==> config.mk <==
export PLATFORM = sky130hd
export DESIGN_NAME = display_scroll_ctrl
export DESIGN_NICKNAME = d
export VERILOG_FILES = /design/src/rtl/disp_pkg.sv /design/src/rtl/seg7_decode.sv /design/src/rtl/display_scroll_ctrl.sv
export SDC_FILE = /design/constraint.sdc
export NUM_CORES = 1
export LEC_CHECK = 0
export ABC_CLOCK_PERIOD_IN_PS = 6800
export CAP_MARGIN = 15
export CORE_UTILIZATION = 50
export DETAILED_ROUTE_END_ITERATION = 10
export PLACE_DENSITY = 0.71
export SLEW_MARGIN = 15
export SYNTH_ARGS = -nofsm -noshare
export SYNTH_HDL_FRONTEND = slang
export SYNTH_SLANG_ARGS = --single-unit
==> constraint.sdc <==
create_clock -name clk -period 6.8 [get_ports clk]
set_input_delay 1.02 -clock clk [delete_from_list [all_inputs] [get_ports clk]]
set_output_delay 1.02 -clock clk [all_outputs]
set_load 0.005 [all_outputs]
==> src/rtl/disp_pkg.sv <==
// Shared register map, CTRL bit positions, FSM state type and blank segment pattern
// for the 7-segment scroll controller.
package disp_pkg;

    localparam logic [1:0] REG_CTRL = 2'd0;
    localparam logic [1:0] REG_RATE = 2'd1;
    localparam logic [1:0] REG_DATA = 2'd2;
    localparam logic [1:0] REG_STAT = 2'd3;

    localparam int CTRL_EN      = 0;
    localparam int CTRL_MODE    = 1;
    localparam int CTRL_IRQ_EN  = 2;
    localparam int CTRL_BLINK   = 3;
    localparam int CTRL_LEN_LSB = 4;
    localparam int CTRL_BUSY    = 8;
    localparam int STAT_PEND    = 0;
    localparam int HEAD_LSB     = 8;

    typedef enum logic [1:0] {
        IDLE   = 2'd0,
        STATIC = 2'd1,
        SCROLL = 2'd2
    } state_t;

    // Blank digit for active-low segments; active-high builds use its inverse.
    localparam logic [6:0] SEG_BLANK = 7'h7F;

endpackage

==> src/rtl/seg7_decode.sv <==
// Combinational hex nibble to 7-segment decoder (bit0 = a .. bit6 = g).
// Table is stored active-low and inverted for active-high panels.
module seg7_decode #(
    parameter bit SEG_ACTIVE_LOW = 1'b1
) (
    input  logic [3:0] hex,
    output logic [6:0] seg
);

    logic [6:0] lit_low;

    always_comb begin
        case (hex)
            4'h0: lit_low = 7'h40;
            4'h1: lit_low = 7'h79;
            4'h2: lit_low = 7'h24;
            4'h3: lit_low = 7'h30;
            4'h4: lit_low = 7'h19;
            4'h5: lit_low = 7'h12;
            4'h6: lit_low = 7'h02;
            4'h7: lit_low = 7'h78;
            4'h8: lit_low = 7'h00;
            4'h9: lit_low = 7'h10;
            4'hA: lit_low = 7'h08;
            4'hB: lit_low = 7'h03;
            4'hC: lit_low = 7'h46;
            4'hD: lit_low = 7'h21;
            4'hE: lit_low = 7'h06;
            default: lit_low = 7'h0E;
        endcase
    end

    assign seg = SEG_ACTIVE_LOW ? lit_low : ~lit_low;

endmodule

==> src/rtl/display_scroll_ctrl.sv <==
// Avalon-MM controlled 7-segment message display: static or scrolling nibble buffer with wrap IRQ.
// Optional blink feature enabled by defining DISP_SCROLL_BLINK_EN.
//   state  | meaning
//   IDLE   | disabled, all digits blank
//   STATIC | buffer shown from entry 0, head held at 0
//   SCROLL | head advances one entry per prescaler expiry
module display_scroll_ctrl
    import disp_pkg::*;
#(
    parameter int N_DIGITS       = 4,
    parameter int BUF_DEPTH      = 16,
    parameter int RATE_W         = 24,
    parameter bit SEG_ACTIVE_LOW = 1'b1
) (
    input  logic                  clk,
    input  logic                  reset_n,
    input  logic [1:0]            address,
    input  logic                  chipselect,
    input  logic                  write_n,
    input  logic [31:0]           writedata,
    output logic [31:0]           readdata,
    output logic                  irq,
    output logic [7*N_DIGITS-1:0] out_port
);

    localparam int         PTR_W = $clog2(BUF_DEPTH);
    localparam logic [6:0] BLANK = SEG_ACTIVE_LOW ? SEG_BLANK : ~SEG_BLANK;

    logic              ctrl_en, ctrl_mode, ctrl_irq_en, ctrl_blink;
    logic [3:0]        ctrl_len;
    logic [RATE_W-1:0] rate, prescaler;
    logic [PTR_W-1:0]  wr_ptr, head, disp_idx;
    logic [3:0]        buf_mem [BUF_DEPTH];
    logic              irq_pending, blank_all;
    state_t            state, state_next;
    logic              wr_en, wr_ctrl, step, wrap;
    logic [3:0]        digit_hex [N_DIGITS];
    logic [6:0]        digit_seg [N_DIGITS];
    logic              unused_wd;

    assign wr_en     = chipselect & ~write_n;
    assign wr_ctrl   = wr_en && (address == REG_CTRL);
    assign step      = (state != IDLE) && (prescaler == '0);
    assign wrap      = step && (state == SCROLL) && (head == PTR_W'(ctrl_len));
    assign irq       = irq_pending & ctrl_irq_en;
    assign unused_wd = &{1'b0, writedata};

    always_ff @(posedge clk or negedge reset_n) begin
        if (!reset_n) state <= IDLE;
        else          state <= state_next;
    end

    always_comb begin
        state_next = IDLE;
        if (ctrl_en) state_next = ctrl_mode ? SCROLL : STATIC;
    end

    always_ff @(posedge clk or negedge reset_n) begin
        if (!reset_n) begin
            ctrl_en     <= 1'b0;
            ctrl_mode   <= 1'b0;
            ctrl_irq_en <= 1'b0;
            ctrl_len    <= '0;
            rate        <= '0;
        end else if (wr_ctrl) begin
            ctrl_en     <= writedata[CTRL_EN];
            ctrl_mode   <= writedata[CTRL_MODE];
            ctrl_irq_en <= writedata[CTRL_IRQ_EN];
            ctrl_len    <= writedata[CTRL_LEN_LSB +: 4];
        end else if (wr_en && (address == REG_RATE)) begin
            rate <= writedata[RATE_W-1:0];
        end
    end

    always_ff @(posedge clk or negedge reset_n) begin
        if (!reset_n) begin
            for (int i = 0; i < BUF_DEPTH; i++) buf_mem[i] <= '0;
            wr_ptr <= '0;
        end else if (wr_en && (address == REG_DATA)) begin
            buf_mem[wr_ptr] <= writedata[3:0];
            wr_ptr          <= wr_ptr + PTR_W'(1);
        end
    end

    // A CTRL write while running restarts the message from entry 0 with a full step period.
    always_ff @(posedge clk or negedge reset_n) begin
        if (!reset_n) begin
            head      <= '0;
            prescaler <= '0;
        end else if (wr_ctrl && ctrl_en) begin
            head      <= '0;
            prescaler <= rate;
        end else begin
            if (wr_en && (address == REG_RATE)) prescaler <= writedata[RATE_W-1:0];
            else if ((state == IDLE) || step)   prescaler <= rate;
            else                                prescaler <= prescaler - RATE_W'(1);

            if (state != SCROLL) head <= '0;
            else if (step)       head <= wrap ? '0 : head + PTR_W'(1);
        end
    end

    // A wrap in the same cycle as a W1C clear keeps the interrupt pending.
    always_ff @(posedge clk or negedge reset_n) begin
        if (!reset_n)                                                      irq_pending <= 1'b0;
        else if (wrap)                                                     irq_pending <= 1'b1;
        else if (wr_en && (address == REG_STAT) && writedata[STAT_PEND])   irq_pending <= 1'b0;
    end

`ifdef DISP_SCROLL_BLINK_EN
    logic [2:0] blink_cnt;

    always_ff @(posedge clk or negedge reset_n) begin
        if (!reset_n) begin
            ctrl_blink <= 1'b0;
            blink_cnt  <= '0;
        end else begin
            if (wr_ctrl) ctrl_blink <= writedata[CTRL_BLINK];
            if (step)    blink_cnt  <= blink_cnt + 3'd1;
        end
    end

    assign blank_all = ctrl_blink & blink_cnt[2];
`else
    assign ctrl_blink = 1'b0;
    assign blank_all  = 1'b0;
`endif

    // Leftmost digit shows head; each digit to the right is the next entry, wrapping at L.
    always_comb begin
        disp_idx = head;
        for (int k = N_DIGITS - 1; k >= 0; k--) begin
            digit_hex[k] = buf_mem[disp_idx];
            disp_idx     = (disp_idx == PTR_W'(ctrl_len)) ? '0 : disp_idx + PTR_W'(1);
        end
    end

    for (genvar k = 0; k < N_DIGITS; k++) begin : g_digit
        seg7_decode #(.SEG_ACTIVE_LOW(SEG_ACTIVE_LOW)) u_dec (
            .hex (digit_hex[k]),
            .seg (digit_seg[k])
        );
    end

    always_ff @(posedge clk or negedge reset_n) begin
        if (!reset_n) begin
            out_port <= {N_DIGITS{BLANK}};
        end else begin
            for (int k = 0; k < N_DIGITS; k++)
                out_port[7*k +: 7] <= ((state == IDLE) || blank_all) ? BLANK : digit_seg[k];
        end
    end

    always_comb begin
        readdata = '0;
        case (address)
            REG_CTRL: begin
                readdata[CTRL_EN]           = ctrl_en;
                readdata[CTRL_MODE]         = ctrl_mode;
                readdata[CTRL_IRQ_EN]       = ctrl_irq_en;
                readdata[CTRL_BLINK]        = ctrl_blink;
                readdata[CTRL_LEN_LSB +: 4] = ctrl_len;
                readdata[CTRL_BUSY]         = (state != IDLE);
            end
            REG_RATE: readdata[RATE_W-1:0] = rate;
            REG_DATA: begin
                readdata[HEAD_LSB +: PTR_W] = head;
                readdata[PTR_W-1:0]         = wr_ptr;
            end
            default: begin
                readdata[HEAD_LSB +: PTR_W] = head;
                readdata[STAT_PEND]         = irq_pending;
            end
        endcase
    end

endmodule

== Yosys cells after proc, flatten, opt, wreduce, memory -nomap -nowiden ==
Memories as Yosys holds them, arrays and structs flattened.
Cells that the tools add are included.
Word-level totals
  flip-flop bits (word level): 158
  memory bits (read-only): 448
  memories kept: 4
Memory list
  (name not given): words 16, width 7, read ports 1, clocked after memory_dff 0, write ports 0, line seg7_decode.sv:13  | case (hex)
  (name not given): words 16, width 7, read ports 1, clocked after memory_dff 0, write ports 0, line seg7_decode.sv:13
  (name not given): words 16, width 7, read ports 1, clocked after memory_dff 0, write ports 0, line seg7_decode.sv:13
  (name not given): words 16, width 7, read ports 1, clocked after memory_dff 0, write ports 0, line seg7_decode.sv:13
Operators by class
  add/sub/neg operators: 5
  $lt $le $gt $ge: 6
  equality and inequality tests: 8
  muxes and demuxes: 39
  bitwise operators: 9
  reductions and logical operators: 18
Operators with widths (number)
  $mux 24: 3
  $bmux 4 s4: 4
  $bwmux 64: 1
  $mux 4: 16
  $mux 7: 4
  $ge 5x5->1 const B: 5
  $not 4->5: 5
  $logic_not 24->1: 1
  $sub 24x1->24 const B: 1
  $add 4x1->4 const B: 4
  $demux 4 s4: 1
  $eq 4x4->1: 3
  $mux 12: 1
  $logic_and 1x1->1: 10
  $pmux 3 s3: 1
  $pmux 4 s2: 1
  $eq 2x2->1 const B: 3
  $pmux 3 s2: 1
  $lt 5x1->1 const B: 1
  $logic_not 2->1: 2
  $mux 2: 2
  $reduce_bool 2->1: 2
  $pmux 1 s3: 1
  $reduce_bool 3->1: 1
  8 further kinds: 11

== Depth between registers and ports, before layout ==
An unclocked memory read counts as a cell.
  word-level depth: 12
  mapped depth: 24

== Cells and area by module ==
From an unflattened synthesis, not the netlist that was laid out.
Second synthesis, totals
  cells, all modules: 1181
  area total of the unflattened synthesis: 10956.8 sq um
By module, submodules not included
  display_scroll_ctrl: times used 1, cells each 1053, area an instance 9855.7 sq um
  seg7_decode: times used 4, cells each 32, area an instance 275.3 sq um

== Least setup slack after synthesis ==
No wires, ideal clock.
  path type: reg2reg
  start: register ctrl_len[1]
  end: register out_port[3]
  library setup time: 94 ps
  arrival: 5086 ps
  required time: 6706 ps
  slack: 1621 ps
  cell stages (with the launch flop): 23
  path buffers: 4
  cell sequence: dfrtp_1 buf_2 xnor2_1 nand4_1 nand2_1 clkinv_1 clkbuf_1 clkbuf_1 ha_1 inv_1 or4_1 o32ai_1 a211oi_4 or3_1 buf_2 o21ai_1 nor3_1 and3_1 o22ai_1 inv_1 ha_1 a2111oi_0 a31oi_1
On the way
  word-level cells in the longest chain between the ends: 12
Ends and longest elaborated chain
  start: declaration: line display_scroll_ctrl.sv:30  | logic [3:0] ctrl_len;
  start signal: assignment: line display_scroll_ctrl.sv:69  | ctrl_len <= writedata[CTRL_LEN_LSB +: 4];
  $eq 4x4->1: line display_scroll_ctrl.sv:134  | disp_idx = (disp_idx == PTR_W'(ctrl_len)) ? '0 : disp_idx + PTR_W'(1);
  $mux 4: line display_scroll_ctrl.sv:134
  $add 4x1->4 or $eq 4x4->1 (tied branches): line display_scroll_ctrl.sv:134
  $mux 4: line display_scroll_ctrl.sv:134
  $add 4x1->4 or $eq 4x4->1 (tied branches): line display_scroll_ctrl.sv:134
  $mux 4 *: line display_scroll_ctrl.sv:134
  $not 4->5 (implied by the code) *: line display_scroll_ctrl.sv:133  | digit_hex[k] = buf_mem[disp_idx];
  $bmux 4 s4 *: line display_scroll_ctrl.sv:133
  $mux 4 (implied by the code) * (2 in series): line display_scroll_ctrl.sv:133
  $mem_v2 16x7 *
  $mux 7 *: line display_scroll_ctrl.sv:150  | out_port[7*k +: 7] <= ((state == IDLE) || blank_all) ? BLANK : digit_seg[k];
  end signal: assignment: line display_scroll_ctrl.sv:147  | out_port <= {N_DIGITS{BLANK}};
  end signal: indexed assignment: line display_scroll_ctrl.sv:150
  end: declaration: line display_scroll_ctrl.sv:23  | output logic [7*N_DIGITS-1:0] out_port
Every way passes the cells marked *; elsewhere a longest branch is shown, timed or not. The select of a mux whose other input is x is not followed.
A chain may end at the register's enable or synchronous reset.

== Worst setup path in the final report ==
  start: register head[3]
  end: register out_port[3]
On the way
  word-level cells in the longest chain between the ends: 12
Ends and longest elaborated chain
  start: declaration: line display_scroll_ctrl.sv:32  | logic [PTR_W-1:0] wr_ptr, head, disp_idx;
  start signal: assignment: line display_scroll_ctrl.sv:99  | else if (step) head <= wrap ? '0 : head + PTR_W'(1);
  $add 4x1->4 or $eq 4x4->1 (tied branches): line display_scroll_ctrl.sv:134
  $mux 4 *: line display_scroll_ctrl.sv:134
  $add 4x1->4 or $eq 4x4->1 (tied branches): line display_scroll_ctrl.sv:134
  $mux 4 *: line display_scroll_ctrl.sv:134
  $add 4x1->4 or $eq 4x4->1 (tied branches): line display_scroll_ctrl.sv:134
  $mux 4 *: line display_scroll_ctrl.sv:134
  $not 4->5 (implied by the code) *: line display_scroll_ctrl.sv:133
  $bmux 4 s4 *: line display_scroll_ctrl.sv:133
  $mux 4 (implied by the code) * (2 in series): line display_scroll_ctrl.sv:133
  $mem_v2 16x7 *
  $mux 7 *: line display_scroll_ctrl.sv:150
Marks and branches as above.

==> impl_results.rst <==
.. list-table::
   :header-rows: 1

   * - Metric
     - Value
   * - Via count of the first global-routing pass
     - 8438
   * - Count of buffers from port buffering
     - 82
   * - Cell area after synthesis
     - 10800 µm²
   * - Synthesis-stage register bit count
     - 158
   * - Source of the critical timing path
     - head[3]
   * - Floorplan row count
     - 53
   * - CORE AREA
     - 21100 µm²
   * - Util after Layout
     - 0.588
   * - Critical path's largest stage delay
     - 630 ps
   * - Dominant combinational cell family by area after synthesis
     - multiplexers
   * - Cell at the root of the clock tree
     - sky130_fd_sc_hd__clkbuf_16
   * - Final sum of negative setup slack
     - 0 ps
   * - Netlist cell types
     - 75
   * - Wire length of the first global-routing pass
     - 48.0 mm
   * - Area of the die
     - 22100 µm²
   * - Setup Viol. Count Final
     - 0
   * - Rel. slew slack
     - 0.260
   * - Max Transition Viols Final
     - 0
   * - Highest fanout seen on the critical path
     - 15
   * - Transition time at the pin with the least slew margin
     - 1110 ps
   * - Worst-case clock buffer depth
     - 2
   * - Leak
     - 5.22 nW
   * - Unrepaired setup endpoints after global routing
     - no
   * - Most frequent cells after synthesis
     - sky130_fd_sc_hd__nand2_1 (161), sky130_fd_sc_hd__dfrtp_1 (130), sky130_fd_sc_hd__mux2_2 (87)
   * - Total detailed-routing wirelength
     - 30.2 mm
   * - Clock latency on the worst-skew pair
     - 440 ps
   * - Power density cells
     - 370 nW/µm²
   * - # clock sinks
     - 158
   * - Area Growth Syn to Fin
     - 15.2%
   * - Compound-cell area share of the yosys netlist
     - 0.184
   * - Number of nets still failing antenna checks after routing
     - 0
   * - Area share of the leading cell type in the synthesized netlist
     - 0.302
   * - Iter 0 DRT Violations
     - 924
   * - Number of hold-slack violations in the final timing report
     - 0
   * - Maximum clock frequency
     - 0.176 GHz
   * - Cell at the slowest stage of the critical path
     - sky130_fd_sc_hd__dfrtp_1
   * - Diodes inserted
     - 0
   * - Run status
     - finished clean
   * - Share of synthesized area spent on multiplexers
     - 0.188
   * - Final Hold Slack
     - 499 ps
   * - Number of antenna violations at the first check in global routing
     - 0
   * - Worst setup SP type
     - register
   * - Clock transition at path regs
     - 80 ps
   * - Post-synthesis simple-gate area fraction
     - 0.145
   * - WL/cell
     - 20.9 µm
   * - Type of the most critical hold path
     - register to register
   * - Placer's final routability congestion estimate
     - 0.964
   * - Post-route minimum period
     - 5700 ps
   * - Library cell occupying the most area in the post-synthesis netlist
     - sky130_fd_sc_hd__dfrtp_1
   * - Arrival time at the worst endpoint
     - 6040 ps
   * - Cell count after synthesis
     - 1107
   * - Cell-by-cell trace of the critical path
     - xnor2_1, nand4_1, nand2_1, inv_1, ha_1, xnor2_2, a2111oi_4, a211oi_4, nor2_1, a2111oi_0, o311ai_1, o2bb2ai_1, ha_1, nor2_1, a2111oi_0, a31oi_1
   * - Max Cap Viol
     - 0
   * - Synth warn
     - 0
   * - Launching point of the worst reg2reg path
     - head[3]
   * - Leading post-synthesis cells by cell area
     - sky130_fd_sc_hd__dfrtp_1 (30%), sky130_fd_sc_hd__mux2_2 (9.1%), sky130_fd_sc_hd__dfstp_2 (6.8%)
   * - Number of cells upsized or downsized after cts
     - 0
   * - Max VDD drop
     - 0.200 mV
   * - Number of flops mapped to enable cells by yosys
     - 0
   * - Arithmetic-cell share of the synthesized area counting full adders, half adders and majority gates
     - 0.0372
   * - Avg Inst Size Synth
     - 9.72 µm²
   * - Ports placed on the boundary
     - 99
   * - Critical path class
     - register to register
   * - Overall via count from detail_route
     - 9130
   * - Critical Path Sink Type
     - register
   * - Initial standard-cell utilization of the core
     - 0.511
   * - NumNets Final
     - 1227
   * - Total GRT Usage
     - 0.283
   * - Period utilisation layout
     - 0.838
   * - 1st-pass router iterations
     - 5
   * - Seq/Total Area, Yosys
     - 0.371
   * - DRC Markers
     - 0
   * - DP HPWL
     - 21.6 mm
   * - Flip-flop cell with the highest count after synthesis
     - sky130_fd_sc_hd__dfrtp_1
   * - Post-CTS setup-driven buffer insertion count
     - 0
   * - Fill count
     - 1818
   * - Die Wd
     - 149 µm
   * - Total congestion overflow
     - 0
   * - Vias per Instance
     - 6.32
   * - Share of final-layout standard cells stronger than drive strength 1
     - 0.185
   * - Setup skew after layout
     - 18.9 ps
   * - Cell with the most instances after synthesis
     - sky130_fd_sc_hd__nand2_1
   * - Critical hold path startpoint
     - rate[16]
   * - Required time of the critical path
     - 7150 ps
   * - Number of buffers inserted during clock tree synthesis
     - 17
   * - Deepest level of the CTS H-tree
     - 4
   * - CTS hold repair buffers
     - 0
   * - Maximum number of pins on one net before global-route repair
     - 87
   * - Die Span Y
     - 149 µm
   * - XOR/XNOR Fraction of Synth Area
     - 0.0291
   * - Async SR Flop Fraction
     - 1.00
   * - Clock tree from TritonCTS
     - built
[flip-flops by register name (all words and copies together) (netlist names), 2 cells and up]
name / cells
ctrl_len: 4
wr_ptr: 4
buf_mem: 64
state: 2
prescaler: 24
rate: 24
head: 4
out_port: 28
[metrics by stage]
| stage | setup WS [ps] | cell area [µm²] | total power [mW] | instances |
|---|---|---|---|---|
| after global placement | 1280 | 11800 | 3.46 | 1413 |
| final | 1100 | 12400 | 4.59 | 1445 |
| after CTS | 1130 | 12400 | 4.57 | 1445 |
| after global routing | 729 | 12400 | 4.88 | 1445 |
| after detailed placement | 1160 | 11800 | 3.53 | 1413 |
| after floorplan | 1620 | 10800 | 2.87 | 1114 |
[cells by family after synthesis]
group                      after synthesis
xor gates and xnor gates                34
DFF                                    158
AOI/OAI and AO/OA                      273
buffers and inverters                  114
and+or+nand+nor                        334
muxes                                  161
adders and majority gates               32
other                                    1
[final timing paths]
path / endpoint / slack, ps / depth (start not counted)
worst max-delay path: out_port[3] / 1100 / 16
worst min-delay path: rate[16] / 500 / 2
worst max register to register: out_port[3] / 1100 / 16
worst min register to register: rate[16] / 500 / 2
max in group asynchronous: state[0] / 4750 / 2
min in group asynchronous: prescaler[5] / 620 / 1
[layout by cell type (no fill, tap or decap), types with 8 or more instances in the layout]
cell / count
sky130_fd_sc_hd__a31oi_1: 8
sky130_fd_sc_hd__mux2_2: 87
sky130_fd_sc_hd__nand2_1: 161
sky130_fd_sc_hd__o21ai_0: 58
sky130_fd_sc_hd__a211oi_1: 20
sky130_fd_sc_hd__a221oi_1: 10
sky130_fd_sc_hd__buf_4: 24
sky130_fd_sc_hd__a221o_1: 9
sky130_fd_sc_hd__or3_1: 10
sky130_fd_sc_hd__nor2b_1: 15
sky130_fd_sc_hd__ha_1: 32
sky130_fd_sc_hd__a21oi_1: 40
sky130_fd_sc_hd__nand3_1: 9
sky130_fd_sc_hd__o221ai_1: 9
sky130_fd_sc_hd__nand4_1: 8
sky130_fd_sc_hd__and2_1: 20
sky130_fd_sc_hd__nor2_1: 46
sky130_fd_sc_hd__nor3_1: 27
sky130_fd_sc_hd__xnor2_1: 25
sky130_fd_sc_hd__clkdlybuf4s50_1: 81
sky130_fd_sc_hd__mux4_2: 24
sky130_fd_sc_hd__o22ai_1: 9
sky130_fd_sc_hd__conb_1: 8
sky130_fd_sc_hd__a22o_1: 29
sky130_fd_sc_hd__o211ai_1: 13
sky130_fd_sc_hd__mux2i_1: 50
sky130_fd_sc_hd__inv_1: 29
sky130_fd_sc_hd__clkbuf_16: 17
sky130_fd_sc_hd__dfrtp_1: 129
sky130_fd_sc_hd__dfstp_2: 28
[power by group]
| part | leakage, nW | internal (mW) | switching [mW] |
|---|---|---|---|
| Clock | 0.311 | 0.604 | 0.441 |
| Combinational | 2.91 | 0.928 | 1.02 |
| Sequential | 2.00 | 1.26 | 0.327 |
| Total | 5.22 | 2.80 | 1.79 |
[metal layers]
layer  GRT usage  vias to the layer above  wire [µm]
li1            -                     4156          -
met1       0.417                     4513      13800
met2       0.436                      414      13800
met3      0.0453                       47       2220
met4      0.0699                        0        517
met5           0                        -          0
[cell type report]
| cell class | instances | area (µm²) | share of cell area |
|---|---|---|---|
| Timing Repair Buffer | 106 | 1000 | 0.0808 |
| Clock buffer | 18 | 439 | 0.0354 |
| Tap cell | 275 | 344 | 0.0277 |
| Sequential cell | 158 | 3990 | 0.322 |
| Multi-Input combinational cell | 842 | 6300 | 0.508 |
| Clock inverter | 14 | 200 | 0.0161 |
| Inverter | 32 | 120 | 0.00969 |
[worst max-delay path, delay by kind of cell (launching register included)]
kind / cells / cell delay (ps)
AO/OA/AOI/OAI: 7 / 2410
XOR/XNOR: 2 / 1020
AND/OR/NAND/NOR: 4 / 860
flip-flops: 1 / 630
adder cells (fa/ha/maj): 2 / 550
buffers and inverters: 1 / 120
No activity file was read; power rests on OpenSTA's default activity.
